===== config.mk =====
export PLATFORM = sky130hd
export DESIGN_NAME = conv_seq_ctrl_flat
export DESIGN_NICKNAME = d
export VERILOG_FILES = /design/src/rtl/conv_seq_pkg.sv /design/src/rtl/conv_seq_ctrl_if.sv /design/src/rtl/conv_addr_gen.sv /design/src/rtl/conv_seq_ctrl.sv /design/src/flat_wrapper.sv
export SDC_FILE = /design/constraint.sdc
export NUM_CORES = 1
export LEC_CHECK = 0
export BUFFER_PORTS_ARGS = -buffer_cell sky130_fd_sc_hd__buf_2
export CORE_MARGIN = 3
export CORE_UTILIZATION = 51
export DETAILED_ROUTE_END_ITERATION = 8
export PLACE_DENSITY = 0.7
export SYNTH_ARGS = -nofsm -noshare
export SYNTH_HDL_FRONTEND = slang
export SYNTH_SLANG_ARGS = --single-unit

===== constraint.sdc =====
create_clock -name clk -period 6.4 [get_ports clk]
set_input_delay 0.32 -clock clk [delete_from_list [all_inputs] [get_ports clk]]
set_output_delay 0.32 -clock clk [all_outputs]
set_load 0.005 [all_outputs]

===== src/rtl/conv_seq_pkg.sv =====
// Shared definitions for the convolution sequencer: FSM encoding, RAM read
// latency and the default drain length.
package conv_seq_pkg;

  typedef enum logic [1:0] {
    ST_IDLE  = 2'd0,
    ST_RUN   = 2'd1,
    ST_DRAIN = 2'd2,
    ST_DONE  = 2'd3
  } state_t;

  // Image/kernel RAM read latency in cycles; datapath strobes trail addresses by this much.
  localparam int DATA_LAT = 1;

  // Cycles from the last read issue to done: datapath pipeline plus max pool.
  localparam int DEF_DRAIN_CYC = 12;

endpackage


===== src/rtl/conv_seq_ctrl_if.sv =====
// RAM read and datapath control bundle of the convolution sequencer.
// master: sequencer side, slave: RAM/datapath side.
interface conv_seq_ctrl_if #(
  parameter int ADDR_WIDTH = 16,
  parameter int SHFT_WIDTH = 4
);

  logic                  img_rd_en;
  logic [ADDR_WIDTH-1:0] img_addr;
  logic                  kern_rd_en;
  logic [ADDR_WIDTH-1:0] kern_addr;
  logic                  dp_start;
  logic [2:0]            dp_mask;
  logic [SHFT_WIDTH-1:0] dp_shift;
  logic                  dp_clr_k_col_cnt;
  logic                  dp_clr_col_cnt;
  logic                  dp_accum_ovrflow;

  modport master (
    output img_rd_en, img_addr, kern_rd_en, kern_addr,
    output dp_start, dp_mask, dp_shift, dp_clr_k_col_cnt, dp_clr_col_cnt,
    input  dp_accum_ovrflow
  );

  modport slave (
    input  img_rd_en, img_addr, kern_rd_en, kern_addr,
    input  dp_start, dp_mask, dp_shift, dp_clr_k_col_cnt, dp_clr_col_cnt,
    output dp_accum_ovrflow
  );

endinterface


===== src/rtl/conv_addr_gen.sv =====
// Address generator: four nested window counters (kc, kr, oc, orow) and
// running address bases, so no multiplier sits on the address path.
// Addresses are registered and describe the read being issued this cycle.
module conv_addr_gen #(
  parameter int ADDR_WIDTH = 16,
  parameter int DIM_WIDTH  = 8
) (
  input  logic                  clk,
  input  logic                  reset,
  input  logic                  load,
  input  logic                  step,
  input  logic                  stride2_in,
  input  logic [DIM_WIDTH-1:0]  cols_in,
  input  logic [DIM_WIDTH-1:0]  rows_in,
  input  logic [DIM_WIDTH-1:0]  kern_in,
  input  logic [ADDR_WIDTH-1:0] img_base_in,
  input  logic [ADDR_WIDTH-1:0] kern_base_in,
  output logic [ADDR_WIDTH-1:0] img_addr,
  output logic [ADDR_WIDTH-1:0] kern_addr,
  output logic                  last,
  output logic                  win_first,
  output logic                  row_first
);

  localparam logic [DIM_WIDTH-1:0] ONE_D = DIM_WIDTH'(1);

  logic [DIM_WIDTH-1:0]  cols, rows, kdim;
  logic [DIM_WIDTH-1:0]  kc, kr, oc, orow;
  logic                  stride2;
  logic [ADDR_WIDTH-1:0] kern_base, line_base, win_base, row_base;

  logic [DIM_WIDTH:0]    oc_room, orow_room, step_sz;
  logic [DIM_WIDTH-1:0]  pos_step;
  logic [ADDR_WIDTH-1:0] col_step, row_step;
  logic                  kc_last, kr_last, oc_last, orow_last;

  // Loop-end detection and stride-dependent step sizes.
  // NOTE: every signal gets a value on every path, so no latch is inferred.
  always_comb begin
    step_sz   = stride2 ? (DIM_WIDTH+1)'(2) : (DIM_WIDTH+1)'(1);
    pos_step  = stride2 ? DIM_WIDTH'(2) : DIM_WIDTH'(1);
    col_step  = stride2 ? ADDR_WIDTH'(2) : ADDR_WIDTH'(1);
    row_step  = stride2 ? ADDR_WIDTH'({cols, 1'b0}) : ADDR_WIDTH'(cols);
    // Remaining room to the last legal position; a stride that overshoots ends the loop.
    oc_room   = {1'b0, cols} - {1'b0, kdim} - {1'b0, oc};
    orow_room = {1'b0, rows} - {1'b0, kdim} - {1'b0, orow};
    kc_last   = (kc == kdim - ONE_D);
    kr_last   = (kr == kdim - ONE_D);
    oc_last   = (oc_room < step_sz);
    orow_last = (orow_room < step_sz);
    last      = kc_last & kr_last & oc_last & orow_last;
    win_first = (kc == '0) && (kr == '0);
    row_first = win_first && (oc == '0);
  end

  // Counter and running-base update: load on job start, advance one tap per step.
  // NOTE: sequential state uses non-blocking assignments so every register
  // samples the pre-edge values of the others.
  always_ff @(posedge clk or negedge reset) begin
    if (!reset) begin
      cols      <= '0;
      rows      <= '0;
      kdim      <= '0;
      stride2   <= 1'b0;
      kc        <= '0;
      kr        <= '0;
      oc        <= '0;
      orow      <= '0;
      kern_base <= '0;
      line_base <= '0;
      win_base  <= '0;
      row_base  <= '0;
      img_addr  <= '0;
      kern_addr <= '0;
    end else if (load) begin
      cols      <= cols_in;
      rows      <= rows_in;
      kdim      <= kern_in;
      stride2   <= stride2_in;
      kc        <= '0;
      kr        <= '0;
      oc        <= '0;
      orow      <= '0;
      kern_base <= kern_base_in;
      line_base <= img_base_in;
      win_base  <= img_base_in;
      row_base  <= img_base_in;
      img_addr  <= img_base_in;
      kern_addr <= kern_base_in;
    end else if (step) begin
      if (!kc_last) begin
        kc        <= kc + ONE_D;
        img_addr  <= img_addr + ADDR_WIDTH'(1);
        kern_addr <= kern_addr + ADDR_WIDTH'(1);
      end else begin
        kc <= '0;
        if (!kr_last) begin
          // Next kernel row: kernel taps are contiguous, image jumps one line.
          kr        <= kr + ONE_D;
          line_base <= line_base + ADDR_WIDTH'(cols);
          img_addr  <= line_base + ADDR_WIDTH'(cols);
          kern_addr <= kern_addr + ADDR_WIDTH'(1);
        end else begin
          kr        <= '0;
          kern_addr <= kern_base;
          if (!oc_last) begin
            oc        <= oc + pos_step;
            win_base  <= win_base + col_step;
            line_base <= win_base + col_step;
            img_addr  <= win_base + col_step;
          end else begin
            oc <= '0;
            if (!orow_last) begin
              orow      <= orow + pos_step;
              row_base  <= row_base + row_step;
              win_base  <= row_base + row_step;
              line_base <= row_base + row_step;
              img_addr  <= row_base + row_step;
            end
          end
        end
      end
    end
  end

endmodule


===== src/rtl/conv_seq_ctrl.sv =====
// Convolution sequencer top: job FSM, config latching and datapath strobe
// alignment. Optional stride-2 walk enabled by defining CONV_SEQ_STRIDE2_EN.
module conv_seq_ctrl
  import conv_seq_pkg::*;
#(
  parameter int ADDR_WIDTH = 16,
  parameter int DIM_WIDTH  = 8,
  parameter int SHFT_WIDTH = 4,
  parameter int DRAIN_CYC  = DEF_DRAIN_CYC
) (
  input  logic                  clk,
  input  logic                  reset,
  input  logic                  cmd_start,
`ifdef CONV_SEQ_STRIDE2_EN
  input  logic                  cfg_stride2,
`endif
  input  logic [DIM_WIDTH-1:0]  cfg_img_cols,
  input  logic [DIM_WIDTH-1:0]  cfg_img_rows,
  input  logic [DIM_WIDTH-1:0]  cfg_kern_dim,
  input  logic [ADDR_WIDTH-1:0] cfg_img_base,
  input  logic [ADDR_WIDTH-1:0] cfg_kern_base,
  input  logic [2:0]            cfg_chan_mask,
  input  logic [SHFT_WIDTH-1:0] cfg_shift,
  conv_seq_ctrl_if.master       bus,
  output logic                  busy,
  output logic                  done,
  output logic                  cfg_err,
  output logic                  ovf_sticky
);

  localparam int CNT_W = (DRAIN_CYC > 1) ? $clog2(DRAIN_CYC) : 1;
  localparam logic [CNT_W-1:0] DRAIN_LAST = CNT_W'(DRAIN_CYC - 1);

  state_t                 state;
  logic                   rd_en;
  logic [2:0]             mask_q;
  logic [SHFT_WIDTH-1:0]  shift_q;
  logic [CNT_W-1:0]       drain_cnt;
  logic [DATA_LAT-1:0][2:0] align_pipe;

  logic                   cfg_legal, gen_load, gen_step, gen_last;
  logic                   win_first, row_first, stride2_in;
  logic [ADDR_WIDTH-1:0]  img_addr, kern_addr;

`ifdef CONV_SEQ_STRIDE2_EN
  assign stride2_in = cfg_stride2;
`else
  assign stride2_in = 1'b0;
`endif

  assign cfg_legal = (cfg_kern_dim != '0) && (cfg_kern_dim <= cfg_img_cols) &&
                     (cfg_kern_dim <= cfg_img_rows);
  assign gen_load  = (state == ST_IDLE) && cmd_start && cfg_legal;
  assign gen_step  = (state == ST_RUN);

  conv_addr_gen #(
    .ADDR_WIDTH (ADDR_WIDTH),
    .DIM_WIDTH  (DIM_WIDTH)
  ) u_addr_gen (
    .clk          (clk),
    .reset        (reset),
    .load         (gen_load),
    .step         (gen_step),
    .stride2_in   (stride2_in),
    .cols_in      (cfg_img_cols),
    .rows_in      (cfg_img_rows),
    .kern_in      (cfg_kern_dim),
    .img_base_in  (cfg_img_base),
    .kern_base_in (cfg_kern_base),
    .img_addr     (img_addr),
    .kern_addr    (kern_addr),
    .last         (gen_last),
    .win_first    (win_first),
    .row_first    (row_first)
  );

  // Job FSM with registered status outputs and latched job configuration.
  always_ff @(posedge clk or negedge reset) begin
    if (!reset) begin
      state      <= ST_IDLE;
      rd_en      <= 1'b0;
      busy       <= 1'b0;
      done       <= 1'b0;
      cfg_err    <= 1'b0;
      ovf_sticky <= 1'b0;
      mask_q     <= '0;
      shift_q    <= '0;
      drain_cnt  <= '0;
    end else begin
      done    <= 1'b0;
      cfg_err <= 1'b0;
      if (busy && bus.dp_accum_ovrflow) ovf_sticky <= 1'b1;
      unique case (state)
        ST_IDLE: begin
          if (cmd_start) begin
            if (cfg_legal) begin
              state      <= ST_RUN;
              rd_en      <= 1'b1;
              busy       <= 1'b1;
              ovf_sticky <= 1'b0;
              mask_q     <= cfg_chan_mask;
              shift_q    <= cfg_shift;
            end else begin
              cfg_err <= 1'b1;
            end
          end
        end
        ST_RUN: begin
          if (gen_last) begin
            state     <= ST_DRAIN;
            rd_en     <= 1'b0;
            drain_cnt <= '0;
          end
        end
        ST_DRAIN: begin
          if (drain_cnt == DRAIN_LAST) state <= ST_DONE;
          else drain_cnt <= drain_cnt + CNT_W'(1);
        end
        ST_DONE: begin
          done  <= 1'b1;
          busy  <= 1'b0;
          state <= ST_IDLE;
        end
        default: state <= ST_IDLE;
      endcase
    end
  end

  // Delay start/clear strobes by the RAM latency so they meet the read data.
  always_ff @(posedge clk or negedge reset) begin
    if (!reset) begin
      align_pipe <= '0;
    end else begin
      align_pipe[0] <= {rd_en, rd_en & win_first, rd_en & row_first};
      for (int i = 1; i < DATA_LAT; i++) align_pipe[i] <= align_pipe[i-1];
    end
  end

  assign bus.img_rd_en        = rd_en;
  assign bus.kern_rd_en       = rd_en;
  assign bus.img_addr         = img_addr;
  assign bus.kern_addr        = kern_addr;
  assign bus.dp_start         = align_pipe[DATA_LAT-1][2];
  assign bus.dp_clr_k_col_cnt = align_pipe[DATA_LAT-1][1];
  assign bus.dp_clr_col_cnt   = align_pipe[DATA_LAT-1][0];
  assign bus.dp_mask          = mask_q;
  assign bus.dp_shift         = shift_q;

endmodule


===== src/flat_wrapper.sv =====
// flat-port wrapper written by rule: the top's interface ports become plain ports
module conv_seq_ctrl_flat import conv_seq_pkg::*;
#(
  parameter int ADDR_WIDTH = 16,
  parameter int DIM_WIDTH  = 8,
  parameter int SHFT_WIDTH = 4,
  parameter int DRAIN_CYC  = DEF_DRAIN_CYC
)
  (clk, reset, cmd_start, cfg_img_cols, cfg_img_rows, cfg_kern_dim, cfg_img_base, cfg_kern_base, cfg_chan_mask, cfg_shift, busy, done, cfg_err, ovf_sticky, bus_img_rd_en, bus_img_addr, bus_kern_rd_en, bus_kern_addr, bus_dp_start, bus_dp_mask, bus_dp_shift, bus_dp_clr_k_col_cnt, bus_dp_clr_col_cnt, bus_dp_accum_ovrflow);
  conv_seq_ctrl_if #(.ADDR_WIDTH(ADDR_WIDTH), .SHFT_WIDTH(SHFT_WIDTH)) bus_i ();
  input  logic clk;
  input  logic reset;
  input  logic cmd_start;
  input  logic [DIM_WIDTH-1:0] cfg_img_cols;
  input  logic [DIM_WIDTH-1:0] cfg_img_rows;
  input  logic [DIM_WIDTH-1:0] cfg_kern_dim;
  input  logic [ADDR_WIDTH-1:0] cfg_img_base;
  input  logic [ADDR_WIDTH-1:0] cfg_kern_base;
  input  logic [2:0] cfg_chan_mask;
  input  logic [SHFT_WIDTH-1:0] cfg_shift;
  output logic busy;
  output logic done;
  output logic cfg_err;
  output logic ovf_sticky;
  output wire logic [$bits(bus_i.img_rd_en)-1:0] bus_img_rd_en;
  output wire logic [$bits(bus_i.img_addr)-1:0] bus_img_addr;
  output wire logic [$bits(bus_i.kern_rd_en)-1:0] bus_kern_rd_en;
  output wire logic [$bits(bus_i.kern_addr)-1:0] bus_kern_addr;
  output wire logic [$bits(bus_i.dp_start)-1:0] bus_dp_start;
  output wire logic [$bits(bus_i.dp_mask)-1:0] bus_dp_mask;
  output wire logic [$bits(bus_i.dp_shift)-1:0] bus_dp_shift;
  output wire logic [$bits(bus_i.dp_clr_k_col_cnt)-1:0] bus_dp_clr_k_col_cnt;
  output wire logic [$bits(bus_i.dp_clr_col_cnt)-1:0] bus_dp_clr_col_cnt;
  input wire logic [$bits(bus_i.dp_accum_ovrflow)-1:0] bus_dp_accum_ovrflow;
  assign bus_img_rd_en = bus_i.img_rd_en;
  assign bus_img_addr = bus_i.img_addr;
  assign bus_kern_rd_en = bus_i.kern_rd_en;
  assign bus_kern_addr = bus_i.kern_addr;
  assign bus_dp_start = bus_i.dp_start;
  assign bus_dp_mask = bus_i.dp_mask;
  assign bus_dp_shift = bus_i.dp_shift;
  assign bus_dp_clr_k_col_cnt = bus_i.dp_clr_k_col_cnt;
  assign bus_dp_clr_col_cnt = bus_i.dp_clr_col_cnt;
  assign bus_i.dp_accum_ovrflow = bus_dp_accum_ovrflow;
  conv_seq_ctrl #(.ADDR_WIDTH(ADDR_WIDTH), .DIM_WIDTH(DIM_WIDTH), .SHFT_WIDTH(SHFT_WIDTH), .DRAIN_CYC(DRAIN_CYC)) u_core (.clk(clk), .reset(reset), .cmd_start(cmd_start), .cfg_img_cols(cfg_img_cols), .cfg_img_rows(cfg_img_rows), .cfg_kern_dim(cfg_kern_dim), .cfg_img_base(cfg_img_base), .cfg_kern_base(cfg_kern_base), .cfg_chan_mask(cfg_chan_mask), .cfg_shift(cfg_shift), .bus(bus_i), .busy(busy), .done(done), .cfg_err(cfg_err), .ovf_sticky(ovf_sticky));
endmodule

Word-level counts from Yosys, hierarchy flattened
Cells that the tools add are included.
{"block": "totals", "ff_bits": 173, "input_bits": 67}
{"block": "classes", "n_addsub": 15, "bitwise_logic": 5, "n_eq_ne": 15, "magnitude_cmp": 4, "n_reduce_logical": 30, "n_mux": 61}
{"cell": "$mux W16", "n": 22}
{"cell": "$mux W8", "n": 18}
{"cell": "$add A16 B1 Y16 const B", "n": 3}
{"cell": "$add A16 B8 Y16", "n": 2}
{"cell": "$add A8 B1 Y8 const B", "n": 4}
{"cell": "$logic_not A8 Y1", "n": 3}
{"cell": "$lt A9 B1 Y1 const B", "n": 2}
{"cell": "$sub A8 B8 Y9", "n": 2}
{"cell": "$sub A9 B8 Y9", "n": 2}
{"cell": "$eq A8 B8 Y1", "n": 2}
{"cell": "$le A8 B8 Y1", "n": 2}
{"cell": "$reduce_and A3 Y1", "n": 5}
{"cell": "$reduce_bool A2 Y1", "n": 7}
{"cell": "$reduce_and A4 Y1", "n": 3}
{"cell": "$mux W1", "n": 11}
{"cell": "$mux W2", "n": 4}
{"cell": "$mux W4", "n": 2}
{"cell": "$pmux W2 S4", "n": 1}
{"cell": "$pmux W4 S2", "n": 1}
{"cell": "$reduce_bool A8 Y1", "n": 1}
{"cell": "$sub A8 B1 Y8 const B", "n": 1}
{"cell": "$logic_and A1 B1 Y1", "n": 7}
{"cell": "$ne A2 B1 Y1 const B", "n": 3}
{"cell": "$ne A2 B2 Y1 const B", "n": 3}
{"cell": "12 further kinds", "n": 19}

Logic depth before layout (Yosys ltp)
Gate-level depths: netlist of run 1.
{"block": "depth", "word_depth": 9, "mapped_depth": 16, "mapped_depth_nobuf": 12}

Hierarchy
Synthesis of run 1 repeated with hierarchy kept, for this count alone.
{"block": "unflattened", "hier_cells": 1454, "area_unflattened_um2": 12848.6}
{"module": "conv_addr_gen", "seq_area_each_um2": 3828.7, "n_inst": 1, "area_per_inst_um2": 11403.4, "cells_each": 1304}
{"module": "conv_seq_ctrl", "seq_area_each_um2": 525.5, "n_inst": 1, "area_per_inst_um2": 1445.1, "cells_each": 150}

Least setup slack after synthesis of run 1
Ideal clock, no wire load.
{"block": "synth_path", "path_type": "reg-to-reg", "startpoint": "reg u_core.u_addr_gen.kdim[3]", "endpoint": "reg u_core.state[1]", "required_ns": 6.272, "path_stages_with_launch": 14, "arrival_ns": 3.960, "period_less_slack_ns": 4.087, "slack_ns": 2.313, "setup_ns": 0.128, "path_buffers": 2, "path_cell_list": "dfrtp_1 clkbuf_1 inv_1 fa_1 ha_1 and3_1 a221oi_2 mux2i_1 or4_1 nor4_1 buf_2 a31oi_2 a211oi_2 mux2_1"}
{"block": "synth_between", "elab_chain_len": 7, "elab_cells_between_ends": 14}
{"item": "start: declaration", "line": "conv_addr_gen.sv:27", "source": "logic [DIM_WIDTH-1:0] cols, rows, kdim;"}
{"item": "start signal: assignment", "line": "conv_addr_gen.sv:78", "source": "kdim <= kern_in;"}
{"item": "$sub A8 B8 Y9 or $sub A8 B1 Y8 (tied branches)", "line": "conv_addr_gen.sv:45, conv_addr_gen.sv:47, conv_addr_gen.sv:48"}
{"item": "$sub A9 B8 Y9, or another cell as far along", "line": "conv_addr_gen.sv:45", "source": "oc_room = {1'b0, cols} - {1'b0, kdim} - {1'b0, oc};"}
{"item": "$lt A9 B1 Y1 or $and A1 B1 Y1 (tied branches)", "line": "conv_addr_gen.sv:49, conv_addr_gen.sv:51"}
{"item": "$and A1 B1 Y1", "line": "conv_addr_gen.sv:51", "source": "last = kc_last & kr_last & oc_last & orow_last;"}
{"item": "$and A1 B1 Y1 *", "line": "conv_addr_gen.sv:51"}
{"item": "$ne A2 B2 Y1 (no source line) *"}
{"item": "$reduce_and A4 Y1 (no source line) *"}
{"item": "end signal: assignment", "line": "conv_seq_ctrl.sv:80", "source": "state <= ST_IDLE;"}
{"item": "end signal: assignment", "line": "conv_seq_ctrl.sv:97", "source": "state <= ST_RUN;"}
{"item": "end signal: assignment", "line": "conv_seq_ctrl.sv:110", "source": "state <= ST_DRAIN;"}
{"item": "end: declaration", "line": "conv_seq_ctrl.sv:34", "source": "state_t state;"}
Every way passes the cells marked *; elsewhere a longest branch is shown, timed or not.
A chain may end at the register's enable or synchronous reset.

Worst setup path after layout of run 1
{"block": "layout_path", "startpoint": "reg u_core.u_addr_gen.kdim[0]", "endpoint": "reg u_core.u_addr_gen.win_base[10]"}
{"block": "layout_between", "elab_chain_len": 8, "elab_cells_between_ends": 18}
{"item": "$sub A8 B8 Y9", "line": "conv_addr_gen.sv:45"}
{"item": "$sub A9 B8 Y9", "line": "conv_addr_gen.sv:45"}
{"item": "$lt A9 B1 Y1", "line": "conv_addr_gen.sv:49", "source": "oc_last = (oc_room < step_sz);"}
{"item": "$mux W16", "line": "conv_addr_gen.sv:106", "source": "if (!oc_last) begin"}
{"item": "$mux W16", "line": "conv_addr_gen.sv:97", "source": "if (!kr_last) begin"}
{"item": "$mux W16", "line": "conv_addr_gen.sv:91", "source": "if (!kc_last) begin"}
{"item": "$mux W16", "line": "conv_addr_gen.sv:90", "source": "end else if (step) begin"}
{"item": "$mux W16", "line": "conv_addr_gen.sv:75", "source": "end else if (load) begin"}
{"item": "end signal: assignment", "line": "conv_addr_gen.sv:86", "source": "win_base <= img_base_in;"}
{"item": "end signal: assignment", "line": "conv_addr_gen.sv:108", "source": "win_base <= win_base + col_step;"}
{"item": "end signal: assignment", "line": "conv_addr_gen.sv:116", "source": "win_base <= row_base + row_step;"}
{"item": "end: declaration", "line": "conv_addr_gen.sv:30", "source": "logic [ADDR_WIDTH-1:0] kern_base, line_base, win_base, row_base;"}
Parallel ways exist; a longest one is shown, timed or not. The select of a mux whose other input is x is not followed.

==> results.ini, run 1 <==
[timing]
fin_crit_sh_pct = 75.70
finalSetupTns_ns = 0
finalHoldViolCount = 10
fmax_mhz = 206.4
timing.hold.ws_ns = -0.01433
setup_viol = 0
relSlewSlack_pct = 26.27
fin_ws_ns = 1.555
clock_skew_ns = 0.01518
worst_pin_slew_ns = 1.101
rsz0062_at_grt = false
fin_crit_ns = 4.845
slew_violations = 0

[worst_setup_path]
required_ns = 6.76
cp-start-kind = flop
critPathTopFamily = compound AO/OA/AOI/OAI gates
rrSetupSlack_ns = 1.55
reg2regPathDepth = 10
timing.rr.start = u_core.u_addr_gen.kdim[0]
r2r_end = u_core.u_addr_gen.win_base[10]
path_max_fanout = 20
cp_num_buf_inv = 1
worst_setup_path_end_kind = flop
crit_type = flop to flop
crit_arrival_ns = 5.20
crit_chain = inv_1, ha_1, nor3b_1, or3_1, a311oi_1, o211a_1, nand3_1, a21oi_2, mux2_2, o21ai_0
worst-path-stages = 10
worst_path_max_delay_cell = a21oi_2
cpPeakStageDelay_ns = 0.96

[placed_design]
place_ws_ns = 1.703
dp_hpwl_mm = 26.81
gp_congestion = 0.9726
place_area_sq_um = 13280
io_buffer_count = 114

[detailed_routing]
ant_nets = 0
drt_iter0_drc = 1001
drc = 0
firstDrtPassIters = 5
via_per_inst = 6.211
num_vias = 11546
wirelength_mm = 37.02
wire_per_inst_um = 19.91

[synth]
yosysMostFrequentCell = nand2_1
synth_top_area_share_pct = 34.62
ys_types = 84
syn-cell-area_sq_um = 12500
ys_async_sr_fraction_pct = 100.0
yosysTopAreaCell = dfrtp_1
synth_commonest_cells = 189 x nand2_1, 173 x dfrtp_1, 94 x nor2_1
syn_inst = 1457
syn_nets = 1610
ys.flop_type = dfrtp_1
ys_ff_latch = 173
synth.area.top_cells = dfrtp_1 35%, ha_1 6.8%, nand2_1 5.7%
synth.avg_cell_area_sq_um = 8.582
yosysSeqAreaShare_pct = 34.62
synth-edff-count = 0
ys.warnings.count = 0

[cells_and_area]
fin_nets = 1679
final_area_sq_um = 13880
drive_above_1_share_pct = 12.15
register_area_sq_um = 4329
multi_input_area_sq_um = 7585
fillers = 2158
area_delta_synth_final_pct = 11.00

[floorplan]
io_pins = 115
core_area_sq_um = 23750
start_util_pct = 52.64
die-area_sq_um = 26430
fp.dieH_um = 162.6
die_x_um = 162.6
row_count = 56

[clock_network]
cts-htree-levels = 4
cts_hold_buf = 0
clock_latency_ns = 0.45
clockRootBuffer = clkbuf_16
cts_buffers = 17
ctsResizeCount = 0
cts_buffer_depth = 2
cts_tree = yes
cts_num_sinks = 173
clk_pin_slew_ns = 0.08
post-cts-setup-buffers = 0

[global_route]
overflow = 0
grtUsageTotal_pct = 28.07
grt_pass1_wl_mm = 59.05
antenna_found_initial = 0
grt_pass1_vias = 10973
grt_max_degree = 98

[outcome]
violations = negative hold slack
status = finished, violations left

[power_and_ir_drop]
totalPowerFinal_mw = 7.650
power.density_nw_per_um2 = 551.1
leakagePower_nw = 6.184
ir_worst_vdd_mv = 0.2975

[job]
max_cap_violations = 0

[min_path]
hp-class = input pin to asynchronous set/reset pin

==> cells by family after synthesis <==
group / after synthesis / synth area share, %
AOI/OAI and AO/OA: 389 / 20.77
adders and majority gates: 86 / 9.686
xor gates and xnor gates: 79 / 5.753
buffers and inverters: 157 / 4.913
DFF: 173 / 34.62
muxes: 40 / 3.282
and+or+nand+nor: 533 / 20.97
==> routing by layer <==
layer	part of all wire, %	wire [um]	GRT usage [%]	up-vias
met1	43	16040	38.62	5639
met3	6.3	2336	4.858	66
met2	47	17580	45.38	416
met4	2.9	1062	9.112	0
met5	0	0	0	-
li1	-	-	-	5425
==> sequential cells by signal (all words and copies together), names as in the netlist, 2 cells and up <==
register,count
u_core.u_addr_gen.rows,8
u_core.u_addr_gen.orow,8
u_core.u_addr_gen.kr,8
u_core.u_addr_gen.oc,8
u_core.bus.dp_shift,4
u_core.u_addr_gen.cols,8
u_core.u_addr_gen.win_base,16
u_core.drain_cnt,4
u_core.align_pipe,3
u_core.u_addr_gen.kdim,8
u_core.u_addr_gen.kern_base,16
u_core.u_addr_gen.row_base,16
u_core.u_addr_gen.img_addr,16
u_core.u_addr_gen.kern_addr,16
u_core.u_addr_gen.kc,8
u_core.u_addr_gen.line_base,16
u_core.state,2
u_core.bus.dp_mask,3
==> how the worst max path moves through the flow <==
| stage | from | to | slack, ns |
|---|---|---|---|
| 3_3_place_gp | u_core.u_addr_gen.kdim[0] | u_core.u_addr_gen.win_base[10] | 1.87 |
| 5_1_grt | u_core.u_addr_gen.kdim[0] | u_core.u_addr_gen.win_base[10] | 1.31 |
| 2_1_floorplan | u_core.u_addr_gen.kdim[3] | u_core.state[1] | 2.31 |
| 6_report | u_core.u_addr_gen.kdim[0] | u_core.u_addr_gen.win_base[10] | 1.55 |
| 3_5_place_dp | u_core.u_addr_gen.kdim[0] | u_core.u_addr_gen.win_base[10] | 1.70 |
| 4_1_cts | u_core.u_addr_gen.kdim[0] | u_core.u_addr_gen.win_base[10] | 1.64 |
==> report_power, final <==
group,switching [mW],leakage [nW],internal (mW)
sequential,0.565,2.13,1.53
clock,0.539,0.288,0.529
combinational,2.65,3.76,1.84
==> placed cells by master (no fill, tap or decap), types with 27 or more instances in the layout <==
cell     instances
dfrtp_1        173
a31oi_1         32
nand2_1        189
xnor2_1         50
mux2i_1         32
nor3_1          30
xor2_1          27
inv_1           81
o21ai_0         82
ha_1            68
nand3_1         64
a21oi_1         86
nor2_1          94
and3_1          30
buf_2          113
==> stage by stage <==
step | utilization [%] | cells
finish | 58.43 | 1859
global route | 58.42 | 1858
CTS | 58.42 | 1858
detailed placement | 55.93 | 1826
global placement | 55.93 | 1826
floorplan | - | 1457
==> final cells by class <==
type | count | share of cell area, %
well taps | 319 | 2.876
repair buffers | 126 | 4.805
multi-input cells | 1127 | 54.65
flip-flops and latches | 173 | 31.19
diodes | 1 | 0.01803
clock inverters | 15 | 1.208
clock buffers | 17 | 3.065
inverters | 81 | 2.191
No activity file was read; power rests on OpenSTA's default activity.
==> inputs of run 2 (changes only) <==
PLACE_DENSITY = 0.73   (was 0.7)
clock period = 4 ns   (was 6.4 ns; I/O delays follow)
==> run 2 against run 1 <==
Net effect:
- the flow now finishes without violations
- die area did not move
- combinational power rose by 83%
- global-route usage rose by 1.4 points
- total power rose by 73%
- setup slack got worse by 1.4 ns
- routed wire length rose by 4.5%
- utilization rose by 3.7 points
- sequential share of layout area fell by 1.8 points
- clock-buffer cell count did not move
- critical path type unchanged
- largest cell class unchanged
==> results.ini, run 2 (synthesis results as in run 1) <==
[timing]
slew_violations = 0
relSlewSlack_pct = 47.38
finalHoldViolCount = 0
fin_crit_sh_pct = 96.45
setup_viol = 0
clock_skew_ns = 0.01851
worst_pin_slew_ns = 0.7820
fin_crit_ns = 3.858
fmax_mhz = 259.2

[detailed_routing]
wirelength_mm = 38.67
firstDrtPassIters = 5
drc = 0
via_per_inst = 6.158
wire_per_inst_um = 19.92
drt_iter0_drc = 1118
num_vias = 11952
ant_nets = 0

[worst_setup_path]
crit_type = flop to flop
cp-start-kind = flop
path_max_fanout = 10
crit_path_frequent_cell = or4_4
cpPeakStageDelay_ns = 0.53
critPathTopFamily = simple AND/OR/NAND/NOR gates
required_ns = 4.36
cp_num_buf_inv = 2
timing.rr.start = u_core.u_addr_gen.kdim[4]
reg2regPathDepth = 12
r2r_end = u_core.u_addr_gen.img_addr[7]
worst_setup_path_end_kind = flop
crit_chain = inv_1, fa_1, ha_4, a21o_1, a221oi_2, mux2i_1, or4_4, or4_4, o31ai_4, buf_12, nand2_2, a32oi_1
rrSetupSlack_ns = 0.14
worst_path_max_delay_cell = or4_4
crit_arrival_ns = 4.22

[clock_network]
cts_buffers = 17
cts_num_sinks = 173
cts-htree-levels = 4
clk_pin_slew_ns = 0.08
clock_latency_ns = 0.45
cts_buffer_depth = 2
clockRootBuffer = clkbuf_16
cts_tree = yes

[cells_and_area]
multi_input_area_sq_um = 7645
fillers = 2054
final_cells = 1941
area_delta_synth_final_pct = 17.97
register_area_sq_um = 4332
fin_nets = 1761
drive_above_1_share_pct = 16.04
final_common_cell = nand2_1
layout_common_cells = 189 x nand2_1, 171 x dfrtp_1, 113 x buf_2, 94 x nor2_1, 86 x a21oi_1

[min_path]
hp-class = input pin to flop
hold_depth = 3
min_to = u_core.u_addr_gen.win_base[8]
min_from = cfg_img_base[8]

[floorplan]
die-area_sq_um = 26430
core_area_sq_um = 23750
io_pins = 115
die_x_um = 162.6
fp.dieH_um = 162.6
row_count = 56
start_util_pct = 52.64

[global_route]
grt_pass1_vias = 11716
grt_max_degree = 84
overflow = 0
grt_pass1_wl_mm = 62.02
grtUsageTotal_pct = 29.45
antenna_found_initial = 1

[placed_design]
gp_congestion = 0.9512
dp_hpwl_mm = 28.30
io_buffer_count = 114
dp_cells = 1879

[power_and_ir_drop]
ir_worst_vdd_mv = 0.4892
totalPowerFinal_mw = 13.21
leakagePower_nw = 6.612
power.density_nw_per_um2 = 895.2

[job]
max_cap_violations = 0

[outcome]
status = complete, no violations

==> run 2: worst max-delay path by stage <==
stage	end	from	depth (start not counted)	slack (ns)
after detailed placement	u_core.u_addr_gen.row_base[9]	u_core.u_addr_gen.oc[2]	13	0.07
after floorplan	u_core.u_addr_gen.row_base[3]	u_core.u_addr_gen.kdim[3]	14	0.03
final	u_core.u_addr_gen.img_addr[7]	u_core.u_addr_gen.kdim[4]	12	0.14
after CTS	u_core.u_addr_gen.row_base[9]	u_core.u_addr_gen.kdim[0]	14	0.05
after global routing	u_core.u_addr_gen.img_addr[7]	u_core.u_addr_gen.kdim[3]	12	-0.0001
after global placement	u_core.u_addr_gen.row_base[9]	u_core.u_addr_gen.oc[2]	13	0.09
==> run 2: final cells by class <==
| type | count | share of cell area (%) |
|---|---|---|
| multi-input combinational | 1127 | 51.82 |
| sequential | 173 | 29.36 |
| timing repair buffer | 208 | 9.712 |
| clock buffer | 17 | 2.884 |
| tap | 319 | 2.706 |
| inverter | 81 | 2.061 |
| clock inverter | 15 | 1.433 |
| antenna | 1 | 0.01696 |
==> run 2: tightest hold or removal path: stages <==
cell	delay, ns
buf_2	0.12
nand2_1	0.05
o21ai_0	0.06
==> run 2: metrics by stage <==
stage / worst slack [ns] / hold WS [ns] / utilization, % / TNS, ns / area (sq um)
after floorplan: 0.02744 / -0.09559 / - / 0 / 12510
after global placement: 0.09080 / 0.2785 / 57.92 / 0 / 13760
after detailed placement: 0.07058 / 0.2713 / 57.92 / 0 / 13760
after CTS: 0.05020 / 0.01747 / 61.74 / 0 / 14660
after global routing: -0.0001328 / 0.02571 / 62.10 / -0.0001767 / 14750
final: 0.1422 / 0.02875 / 62.10 / 0 / 14750
==> run 2: repair_timing <==
action	4_1_cts	5_1_grt
endpoints found under the setup margin	0	36
hold buffers	27	0
setup buffers	0	2
gates resized for setup	0	21
hold endpoints to repair	100	0
==> run 2: where the power goes <==
part	total [mW]	internal, mW	switching, mW
logic	8.21	3.50	4.71
clock network	1.77	0.866	0.907
registers	3.22	2.45	0.777
==> run 2: routing by layer <==
| metal | wire length [um] | global-route usage (%) |
|---|---|---|
| met2 | 18320 | 48.02 |
| met3 | 2322 | 4.400 |
| met1 | 16570 | 39.63 |
| met4 | 1452 | 11.73 |
| met5 | 0 | 0 |
